## src/rtl/key_event_fifo.sv

```systemverilog
// Turns debounced key levels into one-shot key events and queues them in a show-ahead FIFO.
// Define KEY_EVT_REPEAT_EN to add auto-repeat for a single held key.
module key_event_fifo #(
  parameter int unsigned DEPTH      = 8,
  parameter int unsigned AW         = 3,
  parameter int unsigned REPEAT_DLY = 50_000_000,
  parameter int unsigned REPEAT_PER = 20_000_000
) (
  input  logic          clk100mhz,
  input  logic          clr,
  input  logic [4:0]    key_lvl,
  input  logic          evt_rd,
  input  logic          clr_ovf,
  output logic          evt_valid,
  output logic [2:0]    evt_code,
  output logic          evt_full,
  output logic [AW:0]   evt_cnt,
  output logic          evt_ovf
);

  localparam logic [AW:0] C_DEPTH = (AW+1)'(DEPTH);

  logic [4:0]    r_lvl_q, r_lvl_d, r_pend;
  logic [4:0]    w_press, w_served, w_rep;
  logic [2:0]    w_code;
  logic          w_wr_req, w_rd_en, w_wr_acc, w_drop;
  logic [2:0]    r_mem [DEPTH];
  logic [AW-1:0] r_wr_ptr, r_rd_ptr;
  logic [AW:0]   r_cnt, w_cnt_nxt;
  logic          r_valid, r_full, r_ovf;

  assign w_press  = (r_lvl_q & ~r_lvl_d) | w_rep;
  assign w_served = r_pend & (~r_pend + 5'd1);
  assign w_wr_req = |r_pend;
  assign w_rd_en  = evt_rd & r_valid;
  assign w_wr_acc = w_wr_req & (~r_full | w_rd_en);
  assign w_drop   = w_wr_req & r_full & ~w_rd_en;

  // Event code of the lowest pending key
  always_comb begin
    w_code = 3'd0;
    case (w_served)
      5'b00001: w_code = 3'd1;
      5'b00010: w_code = 3'd2;
      5'b00100: w_code = 3'd3;
      5'b01000: w_code = 3'd4;
      5'b10000: w_code = 3'd5;
      default:  w_code = 3'd0;
    endcase
  end

  // Next occupancy from accepted write and effective read
  always_comb begin
    w_cnt_nxt = r_cnt;
    case ({w_wr_acc, w_rd_en})
      2'b10:   w_cnt_nxt = r_cnt + {{AW{1'b0}}, 1'b1};
      2'b01:   w_cnt_nxt = r_cnt - {{AW{1'b0}}, 1'b1};
      default: w_cnt_nxt = r_cnt;
    endcase
  end

  // Level history starts all-ones so keys held through reset stay silent until re-pressed
  always_ff @(posedge clk100mhz or negedge clr) begin
    if (!clr) begin
      r_lvl_q <= 5'b11111;
      r_lvl_d <= 5'b11111;
      r_pend  <= 5'd0;
    end else begin
      r_lvl_q <= key_lvl;
      r_lvl_d <= r_lvl_q;
      r_pend  <= (r_pend & ~w_served) | w_press;
    end
  end

  // FIFO pointers, registered count and status flags
  always_ff @(posedge clk100mhz or negedge clr) begin
    if (!clr) begin
      r_wr_ptr <= {AW{1'b0}};
      r_rd_ptr <= {AW{1'b0}};
      r_cnt    <= {(AW+1){1'b0}};
      r_valid  <= 1'b0;
      r_full   <= 1'b0;
    end else begin
      if (w_wr_acc) r_wr_ptr <= r_wr_ptr + {{(AW-1){1'b0}}, 1'b1};
      if (w_rd_en)  r_rd_ptr <= r_rd_ptr + {{(AW-1){1'b0}}, 1'b1};
      r_cnt   <= w_cnt_nxt;
      r_valid <= (w_cnt_nxt != {(AW+1){1'b0}});
      r_full  <= (w_cnt_nxt == C_DEPTH);
    end
  end

  // Entry storage; only entries below the count are ever presented
  always_ff @(posedge clk100mhz) begin
    if (w_wr_acc) r_mem[r_wr_ptr] <= w_code;
  end

  // Sticky overflow; a drop wins over a same-cycle clear
  always_ff @(posedge clk100mhz or negedge clr) begin
    if (!clr) begin
      r_ovf <= 1'b0;
    end else if (w_drop) begin
      r_ovf <= 1'b1;
    end else if (clr_ovf) begin
      r_ovf <= 1'b0;
    end
  end

`ifdef KEY_EVT_REPEAT_EN
  localparam logic [26:0] C_FIRST  = 27'(REPEAT_DLY - 1);
  localparam logic [26:0] C_NEXT   = 27'(REPEAT_DLY - 1 + REPEAT_PER);
  localparam logic [26:0] C_RELOAD = 27'(REPEAT_DLY);

  logic [26:0] r_hold;
  logic        w_one_hot, w_hold_clr, w_inject;

  assign w_one_hot  = (r_lvl_q != 5'd0) && ((r_lvl_q & (r_lvl_q - 5'd1)) == 5'd0);
  assign w_hold_clr = (r_lvl_q != r_lvl_d) || !w_one_hot;
  assign w_inject   = !w_hold_clr && ((r_hold == C_FIRST) || (r_hold == C_NEXT));
  assign w_rep      = w_inject ? r_lvl_q : 5'd0;

  // Hold timer folds back after each periodic repeat instead of growing unbounded
  always_ff @(posedge clk100mhz or negedge clr) begin
    if (!clr) begin
      r_hold <= 27'd0;
    end else if (w_hold_clr) begin
      r_hold <= 27'd0;
    end else if (r_hold == C_NEXT) begin
      r_hold <= C_RELOAD;
    end else begin
      r_hold <= r_hold + 27'd1;
    end
  end
`else
  logic w_unused_cfg;
  assign w_unused_cfg = (REPEAT_DLY != REPEAT_PER);
  assign w_rep        = 5'd0;
`endif

  assign evt_valid = r_valid;
  assign evt_code  = r_valid ? r_mem[r_rd_ptr] : 3'd0;
  assign evt_full  = r_full;
  assign evt_cnt   = r_cnt;
  assign evt_ovf   = r_ovf;

endmodule

```

## config.mk

```make
export PLATFORM = sky130hd
export DESIGN_NAME = key_event_fifo
export DESIGN_NICKNAME = d
export VERILOG_FILES = /design/src/rtl/key_event_fifo.sv
export SDC_FILE = /design/constraint.sdc
export NUM_CORES = 1
export LEC_CHECK = 0
export BUFFER_PORTS_ARGS = -buffer_cell sky130_fd_sc_hd__clkbuf_2
export CAP_MARGIN = 25
export CORE_MARGIN = 4
export CORE_UTILIZATION = 58
export CTS_BUF_LIST = sky130_fd_sc_hd__clkbuf_4 sky130_fd_sc_hd__clkbuf_8 sky130_fd_sc_hd__clkbuf_16
export CTS_CLUSTER_DIAMETER = 30
export DETAILED_ROUTE_END_ITERATION = 7
export HOLD_SLACK_MARGIN = 0.06
export PLACE_DENSITY = 0.77
export SLEW_MARGIN = 20
export SYNTH_ARGS = -nofsm -noshare
export SYNTH_HDL_FRONTEND = slang
export SYNTH_SLANG_ARGS = --single-unit
export TNS_END_PERCENT = 20
```

## constraint.sdc

```tcl
create_clock -name clk100mhz -period 3.4 [get_ports clk100mhz]
set_input_delay 0.34 -clock clk100mhz [delete_from_list [all_inputs] [get_ports clk100mhz]]
set_output_delay 0.34 -clock clk100mhz [all_outputs]
set_load 0.02 [all_outputs]
```

==> flow_summary.toml <==
[status]
outcome = "completed"

[power]
swShare_pct = 36.9
max-vdd-ir-drop_mv = 0.391
intPower_w = 0.00139
cellLeakagePower_nw = 0.981
p_comb_share_pct = 37.2
clkPwrFrac_pct = 15.2
sequentialPowerShare_pct = 47.5
power.density_nw_per_um2 = 910
p_sw_w = 0.000814

[cts]
path_clk_slew_ns = 0.08
cts_hold_buf = 0
post_cts_buffers = 0
cts_resized = 0
cts_htree_levels = 2
cts.sinks = 52
cts_root_buf = "clkbuf_8"
cts_tree = "built"
clockBufferDepth = 2
cts_buffers = 5
insertion_delay_ns = 0.30

[timing]
finalCriticalPeriod_ns = 2.73
skew_ns = 0.00511
maxSlewHeadroom_pct = 55.6
worst_pin_slew_ns = 0.666
setup_tns_ns = 0
fin_crit_sh_pct = 80.2
setup_viol = 0
slew_viol_final = 0
max_freq_mhz = 367
rsz0062_at_grt = "no"
hold_violations = 0

[synth]
synth_area_leaders = "edfxtp_1 32%, dfrtp_1 20%, dfstp_2 12%, mux4_2 6.1%, xnor2_1 3.2%"
synth-seq-cells = 52
yosys_warnings = 0
syn-num-nets = 171
syn-cell-area_um2 = 2220
synth-edff-count = 24
yosys_most_used_dff = "edfxtp_1"
syn-instance-count = 157
synth-async-reset-ratio_pct = 53.8
netlist.area_leader.share_pct = 32.4
synth-seq-area-share_pct = 64.5
syn_area_per_cell_um2 = 14.2
yosysUniqueCellTypes = 39
synth_top_area_cell = "edfxtp_1"

[floorplan]
start_util_pct = 60.3
die_area_um2 = 4890
die_y_um = 69.9
std_cell_rows = 22
core-area_um2 = 3690
ios = 19
die_x_um = 69.9

[global_route]
grt_use_total_pct = 16.4
grt-ovfl-total = 0
grt_pass1_vias = 1261
grt_pass1_wl_um = 6120
grt_max_degree = 29
antenna_found_initial = 0

[finish]
nFillCells = 291
fin_nets = 189
final_layout_size_suffix_gt1_share_pct = 26.1
final_cells = 224
syn_to_final_growth_pct = 8.95
diodes = 0

[detailed_routing]
drt_wl_total_um = 3530
drc = 0
drtIter0Drc = 89
wl_per_cell_um = 15.7
vias = 1243
first_pass_iters = 4
drtAntennaViolNets = 0
viasPerCell = 5.55

[critical_path]
worstSetupPathType = "flop to flop"
crit_required_ns = 3.60
critPathMaxStageDelay_ns = 0.43
arrival_ns = 2.93
endpoint_kind = "flop"
path_cells = "nor3_1 > a22oi_1 > inv_1 > ha_1 > xor2_1 > ha_1 > a21oi_1 > xnor2_1 > xor2_1 > o41ai_2"
start_kind = "flop"
cp_slowest_cell = "dfrtp_1"
crit_fanout = 7

[flow_run]
drv_cap = 0

[placed_design]
dp_hpwl_um = 2690
portBuffers = 18
finalWeightedCongestion = 0.760
dp_cells = 216

[worst_hold_path]
min_path_type = "input pin to async pin"
==> per-stage QoR <==
step                worst slack [ns]  util [%]  instance area (um^2)  total power, W  hold slack, ns
floorplan                      0.817         -                  2220         0.00167          0.0444
global placement               0.844      63.3                  2330         0.00184           0.355
detailed placement             0.684      63.3                  2330         0.00189           0.355
CTS                            0.656      65.7                  2420         0.00223          0.0727
global route                   0.327      65.7                  2420         0.00236          0.0933
finish                         0.673      65.7                  2420         0.00221          0.0630
==> power by group through the flow <==
| stage | sequential, W | clock, W | combinational [W] |
|---|---|---|---|
| after floorplan | 0.000994 | 0 | 0.000680 |
| after global placement | 0.00105 | 0 | 0.000791 |
| after detailed placement | 0.00106 | 0 | 0.000828 |
| after CTS | 0.00105 | 0.000349 | 0.000830 |
| after global routing | 0.00108 | 0.000373 | 0.000908 |
| final | 0.00105 | 0.000335 | 0.000821 |
==> cells by family after synthesis <==
family,count (synthesis),share of synthesized area [%]
flops,52,64.5
simple gates,41,9.74
compound gates,20,6.42
buf+inv,16,3.26
mux,12,8.95
xor+xnor,11,4.33
fa+ha+maj,5,2.81
==> flip-flops by register name, indices dropped and copies added, names as in the netlist <==
register,flops
r_rd_ptr,3
evt_ovf,1
r_lvl_d,5
r_mem,24
evt_valid,1
r_lvl_q,5
r_pend,5
r_wr_ptr,3
evt_full,1
evt_cnt,4
==> cells in the final DEF (no fill, tap or decap), drive strengths merged, types with 2 or more instances in the layout <==
master | synthesis | routed
nand3 | 2 | 2
nand2 | 7 | 7
dfstp | 10 | 10
xnor2 | 8 | 8
mux2i | 3 | 3
nor2b | 4 | 4
nor3 | 3 | 3
o21ai | 6 | 6
dfrtp | 18 | 18
mux4 | 6 | 6
nand2b | 7 | 7
a21oi | 3 | 3
xor2 | 3 | 3
ha | 5 | 5
clkbuf | 4 | 24
mux2 | 3 | 3
inv | 9 | 10
nor2 | 11 | 11
edfxtp | 24 | 24
a31oi | 2 | 2
==> worst paths after layout <==
path | startpoint | end | slack [ns] | depth (start not counted)
max | r_pend[0] | evt_full | 0.67 | 10
min in group clk100mhz | key_lvl[3] | r_lvl_q[3] | 0.11 | 1
max in group asynchronous | clr | evt_cnt[0] | 2.91 | 1
min | clr | r_wr_ptr[2] | 0.06 | 1
min reg2reg | r_lvl_q[0] | r_lvl_d[0] | 0.37 | 0
max reg2reg | r_pend[0] | evt_full | 0.67 | 10
==> routing by layer <==
layer | vias up | part of all wire, % | GRT usage (%)
li1 | 594 | - | -
met1 | 605 | 41 | 20.2
met2 | 40 | 52 | 27.6
met3 | 4 | 6.0 | 4.89
met4 | 0 | 1.4 | 5.74
met5 | - | 0 | 0
==> synthesized netlist by cell type, drive strengths merged, types with 2 or more instances <==
master  count
edfxtp     24
a31oi       2
buf         3
nor2       11
xnor2       8
a21oi       3
nor3        3
nand3       2
mux4        6
mux2        3
xor2        3
dfrtp      18
o21ai       6
nand2       7
clkbuf      4
nor2b       4
mux2i       3
nand2b      7
ha          5
dfstp      10
inv         9
==> worst max-delay path: cells and delay by family (launching register included) <==
family	cells	cell delay (ns)
AND/OR/NAND/NOR	1	0.41
adder cells (fa/ha/maj)	2	0.46
XOR/XNOR	3	0.69
AO/OA/AOI/OAI	3	0.51
buffers and inverters	1	0.13
flip-flops	1	0.43
==> final cells by class <==
class / count / area [um^2] / share of cell area (%)
Timing Repair Buffer: 18 / 90.1 / 3.72
Clock buffer: 6 / 76.3 / 3.15
Clock inverter: 2 / 11.3 / 0.465
Inverter: 9 / 33.8 / 1.39
Sequential cell: 52 / 1430 / 59.2
Multi-Input combinational cell: 89 / 717 / 29.6
Tap cell: 48 / 60.1 / 2.48
Power figures use the tool's default switching activity.
